<file path="src/rtl/snoop_pkg.sv">
// snoop_pkg: MSI/MESI line, bus message and controller FSM encodings (E only stored under SNOOP_MESI_EN)
package snoop_pkg;
   typedef enum logic [1:0] {LS_I = 2'b00, LS_M = 2'b01, LS_S = 2'b10, LS_E = 2'b11} line_state_t;
   typedef enum logic [1:0] {MSG_INV = 2'b00, MSG_RDMISS = 2'b01, MSG_WRMISS = 2'b10, MSG_NONE = 2'b11} bus_msg_t;
   typedef enum logic [2:0] {ST_IDLE, ST_HIT, ST_ARB, ST_WB, ST_MSG, ST_DONE} fsm_state_t;
   function automatic line_state_t next_state_on_snoop(line_state_t s, bus_msg_t m);
      return (s == LS_M || s == LS_E) ? (m == MSG_RDMISS ? LS_S : m == MSG_WRMISS ? LS_I : s)
           : (s == LS_S && (m == MSG_INV || m == MSG_WRMISS)) ? LS_I : s;
   endfunction
endpackage

</file>
<file path="src/rtl/snoop_line_array.sv">
// snoop_line_array: per-line state+tag registers with a CPU and a snoop read/write port
module snoop_line_array
   import snoop_pkg::*;
#(
   parameter int NUM_LINES = 4,
   parameter int ADDR_W = 8,
   localparam int INDEX_W = $clog2(NUM_LINES),
   localparam int TAG_W = ADDR_W - INDEX_W
) (
   input  logic clock,
   input  logic reset_n,
   input  logic [INDEX_W-1:0] cpu_idx,
   output line_state_t cpu_state,
   output logic [TAG_W-1:0] cpu_tag,
   input  logic cpu_we,
   input  line_state_t cpu_state_wr,
   input  logic [TAG_W-1:0] cpu_tag_wr,
   input  logic [INDEX_W-1:0] snp_idx,
   output line_state_t snp_state,
   output logic [TAG_W-1:0] snp_tag,
   input  logic snp_we,
   input  line_state_t snp_state_wr
);
   line_state_t states [NUM_LINES];
   logic [TAG_W-1:0] tags [NUM_LINES];
   assign cpu_state = states[cpu_idx];
   assign cpu_tag = tags[cpu_idx];
   assign snp_state = states[snp_idx];
   assign snp_tag = tags[snp_idx];
   // CPU write is applied last so it wins on the (bus-excluded) same-line case
   always_ff @(posedge clock or negedge reset_n)
      if (!reset_n) begin
         for (int i = 0; i < NUM_LINES; i++) begin
            states[i] <= LS_I;
            tags[i] <= '0;
         end
      end else begin
         if (snp_we) states[snp_idx] <= snp_state_wr;
         if (cpu_we) begin
            states[cpu_idx] <= cpu_state_wr;
            tags[cpu_idx] <= cpu_tag_wr;
         end
      end
endmodule

</file>
<file path="src/rtl/snoop_cache_ctrl.sv">
// snoop_cache_ctrl: clocked MSI snooping controller for a direct-mapped cache; SNOOP_MESI_EN adds E and bus_shared
module snoop_cache_ctrl
   import snoop_pkg::*;
#(
   parameter int NUM_LINES = 4,
   parameter int ADDR_W = 8,
   localparam int INDEX_W = $clog2(NUM_LINES),
   localparam int TAG_W = ADDR_W - INDEX_W
) (
   input  logic clock,
   input  logic reset_n,
   input  logic cpu_req_valid,
   output logic cpu_req_ready,
   input  logic cpu_req_write,
   input  logic [ADDR_W-1:0] cpu_req_addr,
   output logic cpu_done,
   output logic cpu_hit,
   output logic bus_req,
   input  logic bus_gnt,
`ifdef SNOOP_MESI_EN
   input  logic bus_shared,
`endif
   output logic bus_msg_valid,
   output logic [1:0] bus_msg,
   output logic [ADDR_W-1:0] bus_addr,
   output logic wb_valid,
   output logic [ADDR_W-1:0] wb_addr,
   input  logic wb_ack,
   input  logic snoop_valid,
   input  logic [1:0] snoop_msg,
   input  logic [ADDR_W-1:0] snoop_addr,
   output logic snoop_writeback,
   output logic snoop_abort
);
   fsm_state_t state, state_nx;
   logic req_write, pulse, pulse_d, accept, line_hit, hit_ok, snp_hit, cpu_we;
   logic [ADDR_W-1:0] req_addr;
   logic [INDEX_W-1:0] idx;
   logic [TAG_W-1:0] tag, cpu_tag, snp_tag, cpu_tag_wr;
   line_state_t cpu_state, snp_state, cpu_state_wr, snp_state_wr, fill_state;
   snoop_line_array #(.NUM_LINES(NUM_LINES), .ADDR_W(ADDR_W)) u_array (
      .clock(clock),
      .reset_n(reset_n),
      .cpu_idx(idx),
      .cpu_state(cpu_state),
      .cpu_tag(cpu_tag),
      .cpu_we(cpu_we),
      .cpu_state_wr(cpu_state_wr),
      .cpu_tag_wr(cpu_tag_wr),
      .snp_idx(snoop_addr[INDEX_W-1:0]),
      .snp_state(snp_state),
      .snp_tag(snp_tag),
      .snp_we(snp_hit),
      .snp_state_wr(snp_state_wr)
   );
   // The CPU port looks at the incoming request in IDLE, at the registered one afterwards
   assign idx = state == ST_IDLE ? cpu_req_addr[INDEX_W-1:0] : req_addr[INDEX_W-1:0];
   assign tag = state == ST_IDLE ? cpu_req_addr[ADDR_W-1:INDEX_W] : req_addr[ADDR_W-1:INDEX_W];
   assign line_hit = cpu_state != LS_I && cpu_tag == tag;
   assign accept = cpu_req_valid && cpu_req_ready;
`ifdef SNOOP_MESI_EN
   assign hit_ok = line_hit && (!cpu_req_write || cpu_state == LS_M || cpu_state == LS_E);
   assign fill_state = bus_shared ? LS_S : LS_E;
`else
   assign hit_ok = line_hit && (!cpu_req_write || cpu_state == LS_M);
   assign fill_state = LS_S;
`endif
   assign snp_hit = snoop_valid && snp_state != LS_I && snp_tag == snoop_addr[ADDR_W-1:INDEX_W];
   assign snp_state_wr = next_state_on_snoop(snp_state, bus_msg_t'(snoop_msg));
   assign pulse_d = snp_hit && snp_state == LS_M && (snoop_msg == MSG_RDMISS || snoop_msg == MSG_WRMISS);
   assign snoop_writeback = pulse;
   assign snoop_abort = pulse;
   always_ff @(posedge clock or negedge reset_n)
      if (!reset_n) state <= ST_IDLE;
      else state <= state_nx;
   always_comb begin
      state_nx = state;
      case (state)
         ST_IDLE: state_nx = accept ? (hit_ok ? ST_HIT : ST_ARB) : ST_IDLE;
         ST_ARB:  if (bus_gnt) state_nx = (cpu_state == LS_M && cpu_tag != tag) ? ST_WB : ST_MSG;
         ST_WB:   if (wb_ack) state_nx = ST_MSG;
         ST_MSG:  state_nx = ST_DONE;
         default: state_nx = ST_IDLE;
      endcase
   end
   always_comb begin
      cpu_req_ready = reset_n && state == ST_IDLE && !snoop_valid;
      cpu_done = state == ST_HIT || state == ST_DONE;
      cpu_hit = state == ST_HIT;
      bus_req = state inside {ST_ARB, ST_WB, ST_MSG};
      bus_msg_valid = state == ST_MSG;
      bus_msg = state != ST_MSG ? MSG_NONE : !req_write ? MSG_RDMISS
              : (cpu_state == LS_S && cpu_tag == tag) ? MSG_INV : MSG_WRMISS;
      bus_addr = state == ST_MSG ? req_addr : '0;
      wb_valid = state == ST_WB;
      wb_addr = state == ST_WB ? {cpu_tag, idx} : '0;
      // Silent E->M on a write hit happens at accept, when no snoop can collide
      cpu_we = (state == ST_WB && wb_ack) || state == ST_MSG
             || (accept && cpu_req_write && line_hit && cpu_state == LS_E);
      cpu_state_wr = state == ST_WB ? LS_I : (state == ST_MSG && !req_write) ? fill_state : LS_M;
      cpu_tag_wr = state == ST_WB ? cpu_tag : tag;
   end
   always_ff @(posedge clock or negedge reset_n)
      if (!reset_n) begin
         req_write <= 1'b0;
         req_addr <= '0;
         pulse <= 1'b0;
      end else begin
         pulse <= pulse_d;
         if (accept) begin
            req_write <= cpu_req_write;
            req_addr <= cpu_req_addr;
         end
      end
endmodule
</file>
<file path="config.mk">
export PLATFORM = sky130hd
export DESIGN_NAME = snoop_cache_ctrl
export DESIGN_NICKNAME = d
export VERILOG_FILES = /design/src/rtl/snoop_pkg.sv /design/src/rtl/snoop_line_array.sv /design/src/rtl/snoop_cache_ctrl.sv
export SDC_FILE = /design/constraint.sdc
export NUM_CORES = 1
export LEC_CHECK = 0
export CORE_MARGIN = 2
export CORE_UTILIZATION = 30
export DETAILED_ROUTE_END_ITERATION = 12
export DONT_BUFFER_PORTS = 1
export PLACE_DENSITY = 0.47
export SKIP_LAST_GASP = 1
export SLEW_MARGIN = 20
export SYNTH_ARGS = -nofsm -noshare
export SYNTH_HDL_FRONTEND = slang
export SYNTH_SLANG_ARGS = --single-unit
</file>
<file path="constraint.sdc">
create_clock -name clock -period 7.4 [get_ports clock]
set_clock_uncertainty 0.15 [all_clocks]
set_input_delay 0.74 -clock clock [delete_from_list [all_inputs] [get_ports clock]]
set_output_delay 0.74 -clock clock [all_outputs]
set_load 0.05 [all_outputs]
</file>
# Word-level counts from Yosys, hierarchy flattened
# Cells that the tools add are included.
dict set report totals {
  reg_bits 45
  output_inout_bits 26
  wordCells 115
}
dict set report op_classes {
  order_cmp 4
  eq_ne 19
  muxes 43
  bitwise_logic 2
  reduce_logical 35
}
# cell count
set ops {}
lappend ops {{two-way mux 6 bit} 7}
lappend ops {{two-way mux 2 bit} 18}
lappend ops {{two-way mux 8 bit} 4}
lappend ops {{binary-select mux 6 bit (select 2 bit)} 2}
lappend ops {{bitwise mux 24 bit} 1}
lappend ops {{logical AND 1 bit} 19}
lappend ops {{bitwise mux 8 bit} 2}
lappend ops {{demux 6 bit (select 2 bit)} 1}
lappend ops {{== test 6 bit} 2}
lappend ops {{one-hot mux 3 bit (4 select lines)} 1}
lappend ops {{== test 2 bit (second input constant)} 5}
lappend ops {{two-way mux 3 bit} 3}
lappend ops {{binary-select mux 2 bit (select 2 bit)} 2}
lappend ops {{demux 2 bit (select 2 bit)} 2}
lappend ops {{logical OR 1 bit} 7}
lappend ops {{== test 2 x 1 -> 1 bit (second input constant)} 3}
lappend ops {{== test 3 x 2 -> 1 bit (second input constant)} 2}
lappend ops {{== test 3 bit (second input constant)} 2}
lappend ops {{greater-or-equal comparator 3 bit (second input constant)} 2}
lappend ops {{< comparator 3 x 1 -> 1 bit (second input constant)} 2}
lappend ops {{!= test 6 bit} 1}
lappend ops {{NOT 2 -> 3 bit} 2}
lappend ops {{nonzero test 2 bit} 2}
lappend ops {{== test 3 x 1 -> 1 bit (second input constant)} 1}
lappend ops {{other kinds (8)} 10}

# Longest topological paths before layout
# Gate-level depths: netlist of run 1.
dict set report logic_depth {
  word_depth 12
  mapped_depth 11
}

# Cells and area by module
# From an unflattened synthesis of run 1, not the netlist that was laid out.
dict set report unflattened {
  cells_unflattened 278
  area_unflattened_um2 2956.6
}
# mod n_inst cells_per_inst area_each_um2
set modules_own_cells {}
lappend modules_own_cells {snoop_line_array 1 122 1719.1}
lappend modules_own_cells {snoop_cache_ctrl 1 156 1237.4}

# Worst setup path after synthesis of run 1
# OpenSTA, ideal clock, no wires.
dict set report synth_timing {
  kind {input-to-output}
  start {input port cpu_req_addr[1]}
  end {output port bus_msg[1]}
  arrival_time_ns 3.198
  setup_slack_ns 3.312
  stages 8
  n_path_buf 0
  cell_sequence {or4b_4 a221oi_1 o22ai_1 o21ai_0 a21oi_1 nand2_1 nor3b_1 o21ai_0}
}
dict set report synth_between {
  elab_chain_cells 10
}
# item line
set synth_lines {}
lappend synth_lines {{from (decl)} snoop_cache_ctrl.sv:15} ;# input logic [ADDR_W-1:0] cpu_req_addr,
lappend synth_lines {{two-way mux 2 bit (*)} snoop_cache_ctrl.sv:57} ;# assign idx = state == ST_IDLE ? cpu_req_addr[INDEX_W-1:0] : req_addr[INDEX_W-1:0];
lappend synth_lines {{NOT 2 -> 3 bit (implied by the code) (*)} {snoop_line_array.sv:26, snoop_line_array.sv:27}}
lappend synth_lines {{binary-select mux 6 bit (select 2 bit) or binary-select mux 2 bit (select 2 bit) (tied branches)} {snoop_line_array.sv:27, snoop_line_array.sv:26}}
lappend synth_lines {{two-way mux 6 bit (implied by the code) or two-way mux 2 bit (tied branches) (2 in a row)} {snoop_line_array.sv:27, snoop_line_array.sv:26}}
lappend synth_lines {{== test 6 bit or == test 2 bit (tied branches)} snoop_cache_ctrl.sv:93} ;# : (cpu_state == LS_S && cpu_tag == tag) ? MSG_INV : MSG_WRMISS;
lappend synth_lines {{logical AND 1 bit (*)} snoop_cache_ctrl.sv:93}
lappend synth_lines {{two-way mux 2 bit (*)} snoop_cache_ctrl.sv:93}
lappend synth_lines {{two-way mux 2 bit (*) (2 in a row)} snoop_cache_ctrl.sv:92} ;# bus_msg = state != ST_MSG ? MSG_NONE : !req_write ? MSG_RDMISS
lappend synth_lines {{to (decl)} snoop_cache_ctrl.sv:24} ;# output logic [1:0] bus_msg,
# Every way passes the cells marked *; elsewhere a longest branch is shown, timed or not. The select of a mux whose other input is x is not followed.

# Final worst setup path of run 1
dict set report layout_timing {
  start {register state[0]}
  end {output port bus_msg[1]}
}
dict set report layout_between {
  elab_chain_cells 11
}
# item line
set layout_lines {}
lappend layout_lines {{from (decl)} snoop_cache_ctrl.sv:35} ;# fsm_state_t state, state_nx;
lappend layout_lines {{from (signal assigned)} snoop_cache_ctrl.sv:75} ;# else state <= state_nx;
lappend layout_lines {{logical NOT 3 bit} {snoop_cache_ctrl.sv:57, snoop_cache_ctrl.sv:58}}
lappend layout_lines {{two-way mux 2 bit} snoop_cache_ctrl.sv:57}
lappend layout_lines {{NOT 2 -> 3 bit (implied by the code)} {snoop_line_array.sv:26, snoop_line_array.sv:27}}
lappend layout_lines {{binary-select mux 6 bit (select 2 bit) or binary-select mux 2 bit (select 2 bit) (tied branches)} {snoop_line_array.sv:27, snoop_line_array.sv:26}}
lappend layout_lines {{two-way mux 6 bit (implied by the code) or two-way mux 2 bit (tied branches) (2 in a row)} {snoop_line_array.sv:27, snoop_line_array.sv:26}}
lappend layout_lines {{== test 6 bit or == test 2 bit (tied branches)} snoop_cache_ctrl.sv:93}
lappend layout_lines {{logical AND 1 bit} snoop_cache_ctrl.sv:93}
lappend layout_lines {{two-way mux 2 bit} snoop_cache_ctrl.sv:93}
lappend layout_lines {{two-way mux 2 bit} snoop_cache_ctrl.sv:92}
lappend layout_lines {{two-way mux 2 bit (*)} snoop_cache_ctrl.sv:92}
# Marks and branches as above.

==> results of run 1 <==
[synth_stat cells, types with 4 or more instances]
cell	n	area share, %
mux2i_1	50	15
dfrtp_1	45	35
mux2_2	39	14
nor2_1	17	2.0
and2_1	11	2.1
inv_1	11	1.3
mux4_2	10	6.9
nand2_1	10	1.2
xnor2_1	8	2.2
a21oi_1	7	1.1
o21ai_0	7	1.1
xor2_1	7	1.9
buf_2	6	0.92
nor3_1	6	0.92
buf_4	5	1.2
clkbuf_1	4	0.46
nor2b_1	4	0.77
[worst max path at each step]
stage | start | to | slack, ps | cells past startpoint
finish | state[0] | bus_msg[1] | 2790 | 8
floorplan | cpu_req_addr[1] | bus_msg[1] | 3310 | 8
global route | state[0] | bus_msg[1] | 2550 | 8
CTS | state[0] | bus_msg[1] | 2690 | 8
global placement | state[0] | bus_msg[1] | 3010 | 8
detailed placement | state[0] | bus_msg[1] | 3060 | 8
[metrics by stage]
step | hold WS, ps | setup WS, ps | cell area, sq um
5_1_grt | 128 | 2550 | 3470
2_1_floorplan | 294 | 3310 | 3250
4_1_cts | 124 | 2690 | 3470
3_5_place_dp | 296 | 3060 | 3360
3_3_place_gp | 296 | 3010 | 3360
6_report | 122 | 2790 | 3470
[cell families after synthesis]
kind of cell	count (synthesis)
buffers and inverters	26
AOI/OAI and AO/OA	30
adders and majority gates	3
muxes	101
DFF	45
xor gates and xnor gates	15
and+or+nand+nor	69
[worst reg2reg max path, delay by kind of cell (launching register included)]
kind | cells | cell delay [ps]
AOI/OAI and AO/OA | 1 | 190
DFF | 1 | 530
muxes | 1 | 400
and+or+nand+nor | 6 | 2590
[final cells by class]
type                            count  area (sq um)
Clock buffer                        7          76.3
Clock inverter                      1          7.51
Fill cell                        1075          7220
Inverter                           11          41.3
Multi-Input combinational cell    218          2010
Sequential cell                    45          1130
Tap cell                          140           175
Timing Repair Buffer                2          35.0
[flip-flops by register name, indices dropped and copies added, names as in the netlist]
name / count
req_addr: 8
u_array.states: 8
req_write: 1
u_array.tags: 24
snoop_abort: 1
state: 3
[repair_timing]
action / CTS / global route
resized for setup: 0 / 0
endpoints found under the hold margin: 45 / 0
hold buffers: 1 / 0
[routing by layer]
metal | wire length (um) | vias to the layer above | share of wire, %
met1 | 3920 | 1137 | 44
met2 | 4510 | 40 | 51
met5 | 0 | - | 0
met3 | 323 | 8 | 3.7
met4 | 82 | 0 | 0.93
li1 | - | 1035 | -
[power by group through the flow]
stage / Clock (W) / Combinational [W] / Sequential, W
2_1_floorplan: 0 / 0.000818 / 0.000431
4_1_cts: 0.000168 / 0.000946 / 0.000494
5_1_grt: 0.000176 / 0.00101 / 0.000516
3_3_place_gp: 0 / 0.000938 / 0.000495
6_report: 0.000160 / 0.000937 / 0.000494
3_5_place_dp: 0 / 0.000936 / 0.000498
==> flow_summary.json, run 1 <==
{
  "ys_ff_latch": 45,
  "synth_top_family_by_area": "multiplexers",
  "final_util_pct": 32.5,
  "synth_xor_area_share_pct": 4.04,
  "wl_um": 8840,
  "cts_tree": "built",
  "period_minus_slack_ps": 4610,
  "core_sq_um": 10700,
  "numCtsBuffers": 5,
  "first_global_vias": 2338,
  "final_common_cell": "mux2i_1",
  "dp_hpwl_um": 6350,
  "synthAdderAreaFrac_pct": 1.15,
  "grt_max_degree": 46,
  "cp_max_fo": 15,
  "ff2ff_path_depth": 8,
  "power.internal_w": 0.000830,
  "viasPerCell": 5.24,
  "ys_warn_count": 0,
  "path_cells": "nor3_4 -> mux2i_1 -> xor2_1 -> nand4_1 -> mux2i_1 -> nand2_1 -> nor3b_1 -> o21ai_1",
  "netlist_area_sq_um": 3250,
  "setup_viol": 0,
  "max-cap-violations": 0,
  "startpoint_type": "flip-flop",
  "period_share_pct": 62.3,
  "numPortBuffers": 0,
  "syn_area_per_cell_sq_um": 11.3,
  "ant_nets": 0,
  "grt_util_met1_pct": 20.5,
  "hold_viol_final": 0,
  "r2r_start": "state[0]",
  "irDropWorstVdd_v": 0.000186,
  "r2r_setup_slack_ps": 3440,
  "power_w": 0.00159,
  "critPathMostFrequentCell": "mux2i_1",
  "fmax_mhz": 217,
  "slowest_delay_ps": 840,
  "path_clk_slew_ps": 90,
  "power_switching_w": 0.000761,
  "start_util_pct": 30.4,
  "status": "complete, no violations",
  "mostFrequentLayoutCells": "mux2i_1 (50), dfrtp_1 (45), mux2_2 (39)",
  "yosysSeqAreaShare_pct": 34.6,
  "arrival_ps": 3720,
  "dieArea_sq_um": 11700,
  "routedWlPerCell_um": 20.8,
  "grt.busiest_layer": "met2",
  "comb_power_share_pct": 58.9,
  "synthCells": 289,
  "sequentialPowerShare_pct": 31.1,
  "setup_tns_ps": 0,
  "first_pass_iters": 4,
  "hp-class": "in2async",
  "synth.net_count": 317,
  "grtUsageMet2_pct": 26.9,
  "rows": 38,
  "cts-htree-levels": 2,
  "async_flop_share_pct": 100,
  "cts_num_sinks": 45,
  "slew_violations": 0,
  "clkLatencyLatePin_ps": 310,
  "path_class": "reg2out",
  "grt_overflow": 0,
  "drive_gt1_share_pct": 25.4,
  "syn_to_final_growth_pct": 6.81,
  "power_frac_clock_pct": 10.1,
  "cp-end-kind": "output pin",
  "leakagePower_nw": 1.45,
  "crit_path_top_delay_cell": "nor3_4",
  "die_h_um": 108,
  "antenna_found_initial": 0,
  "power_density_nw_per_um2": 458,
  "antenna_cells": 0,
  "synth-simple-area-share_pct": 13.0,
  "relSlewSlack_pct": 33.4,
  "path_buf_inv": 0,
  "track_usage_pct": 15.7,
  "pin_count": 51,
  "gp_congestion": 0.803,
  "reg2reg_to": "u_array.tags[5]",
  "root_buffer": "clkbuf_8",
  "dp_cells": 415,
  "stdcell_count": 424,
  "cts_buffer_depth": 2,
  "synth-edff-count": 0,
  "rsz0062_at_grt": "no",
  "via_count": 2220,
  "path_delay_family": "simple AND/OR/NAND/NOR gates",
  "fp.dieW_um": 108,
  "route.detailed.drc": 0,
  "yosys_most_used_dff": "dfrtp_1",
  "cp.required_ps": 6510,
  "switching_share_pct": 47.8,
  "drt_iter0_drc": 64,
  "use_met3_pct": 2.95,
  "ys_types": 44,
  "nNetsFinal": 311,
  "synthMuxAreaShare_pct": 36.9,
  "postCtsSetupRepairBufs": 0,
  "synth_compound_area_share_pct": 6.50,
  "grt_pass1_wl_um": 13600,
  "tightest_slew_ps": 997
}
Power figures use the tool's default switching activity.
==> inputs of run 2 (changes only) <==
Settings changed: PLACE_DENSITY 0.47 to 0.48.
Clock period 7.4 ns to 4.2 ns, I/O delays scaled along.
==> run 2 against run 1 <==
Compared with the run above: combinational power rose by 84%; critical path depth is 1 lower; total power increased by 79%; non-clock buffer count up 11; cell area rose by 2.9%; die area stayed put; utilization is 0.94 points higher.
==> flow_summary.json, run 2 (same netlist as run 1, synthesis figures left out) <==
{
  "postCtsSetupRepairBufs": 0,
  "nNetsFinal": 322,
  "route.detailed.drc": 0,
  "arrival_ps": 3330,
  "dr_wl_met3_um": 286,
  "power_switching_w": 0.00134,
  "die_h_um": 108,
  "routedWlPerCell_um": 19.7,
  "first_global_vias": 2393,
  "pin_count": 51,
  "cp-end-kind": "output pin",
  "setup_viol": 0,
  "power_density_nw_per_um2": 795,
  "cp_max_fo": 17,
  "max-cap-violations": 0,
  "mostFrequentLayoutCells": "mux2i_1 (50), dfrtp_1 (45), mux2_2 (39)",
  "rsz0062_at_grt": "no",
  "ctsResizeCount": 0,
  "gp_congestion": 0.836,
  "power.internal_w": 0.00150,
  "largestRegisters": "u_array.tags (24), req_addr (8), u_array.states (8)",
  "leakagePower_nw": 1.52,
  "r2r_start": "state[0]",
  "drive_gt1_share_pct": 28.5,
  "status": "complete, no violations",
  "relSlewSlack_pct": 39.0,
  "path_clk_slew_ps": 90,
  "cts-htree-levels": 2,
  "sequentialPowerShare_pct": 29.5,
  "ant_nets": 0,
  "numPortBuffers": 0,
  "grt_max_degree": 46,
  "ctsHoldBuffers": 2,
  "period_share_pct": 92.8,
  "dr_wl_met2_um": 4360,
  "antenna_cells": 0,
  "irDropWorstVdd_v": 0.000260,
  "placed_cell_area_sq_um": 3450,
  "grt_overflow": 0,
  "switching_share_pct": 47.2,
  "comb_power_share_pct": 60.6,
  "grt_pass1_wl_um": 13600,
  "numCtsBuffers": 5,
  "power_frac_clock_pct": 9.9,
  "wl_um": 8570,
  "min-delay-start": "cpu_req_addr[7]",
  "root_buffer": "clkbuf_8",
  "setup_tns_ps": 0,
  "period_minus_slack_ps": 3900,
  "first_pass_iters": 4,
  "largest_reg_flops": 24,
  "clkLatencyLatePin_ps": 310,
  "rows": 38,
  "stdcell_area_sq_um": 3570,
  "start_util_pct": 30.4,
  "drt_iter0_drc": 86,
  "cp.required_ps": 3630,
  "hold_viol_final": 0,
  "path_class": "reg2out",
  "via_count": 2247,
  "cts_tree": "built",
  "antenna_found_initial": 0,
  "top_register": "u_array.tags",
  "track_usage_pct": 15.5,
  "startpoint_type": "flip-flop",
  "dp_hpwl_um": 6280,
  "viasPerCell": 5.17,
  "fp.dieW_um": 108,
  "wl_met1_um": 3860,
  "cts_buffer_depth": 2,
  "slew_violations": 0,
  "syn_to_final_growth_pct": 9.89,
  "cts_num_sinks": 45,
  "final_common_cell": "mux2i_1",
  "top_layer": "met4",
  "tightest_slew_ps": 912,
  "core_sq_um": 10700,
  "dieArea_sq_um": 11700,
  "crit_start": "state[0]",
  "hp-class": "in2reg",
  "fmax_mhz": 257
}
-- run 2: changes by cell type in the layout (fill, tap and decap cells not counted) --
cell,change
clkbuf_1,-2
buf_12,+1
buf_4,+9
dlygate4sd3_1,+1
clkinv_2,+2
-- run 2: stage by stage --
step	hold WS (ps)	utilization, %	setup WS (ps)	instances	power [W]
after CTS	95.0	33.4	288	435	0.00287
after global routing	91.1	33.4	87.0	435	0.00305
after floorplan	-25.6	-	583	289	0.00220
final	103	33.4	303	435	0.00284
after detailed placement	-23.9	32.2	327	425	0.00256
after global placement	-24.0	32.2	364	425	0.00255
-- run 2: cell type report --
cell class	count	area, sq um
Fill cell	1081	7120
Inverter	11	41.3
Timing Repair Buffer	13	133
Clock buffer	5	68.8
Multi-Input combinational cell	218	2010
Tap cell	140	175
Clock inverter	3	17.5
Sequential cell	45	1130
-- run 2: critical path, stage by stage (launching register included) --
cell	delay [ps]
dfrtp_1	520
or3_1	580
mux2i_4	680
mux2i_1	480
nand2_1	230
nor3b_1	230
o21ai_1	80
buf_4	200
-- run 2: routing by layer --
layer	global-route usage (%)	vias up
met3	2.89	7
met2	27.1	30
met4	3.57	0
met1	19.8	1148
met5	0	-
li1	-	1062
-- run 2: path summary, 6_finish.rpt --
kind	to	slack, ps	cells past startpoint
worst min register to register	req_addr[5]	380	1
worst max register to register	u_array.tags[15]	300	7
worst max-delay path	bus_msg[1]	300	7
max in group asynchronous	u_array.tags[16]	3240	2
min in group asynchronous	u_array.tags[11]	450	2
worst min-delay path	req_addr[7]	100	1
-- run 2: power groups by stage --
stage | clock network, W | registers (W) | logic [W]
floorplan | 0 | 0.000760 | 0.00144
global placement | 0 | 0.000842 | 0.00171
detailed placement | 0 | 0.000847 | 0.00172
CTS | 0.000291 | 0.000839 | 0.00174
global route | 0.000311 | 0.000877 | 0.00187
finish | 0.000281 | 0.000839 | 0.00172
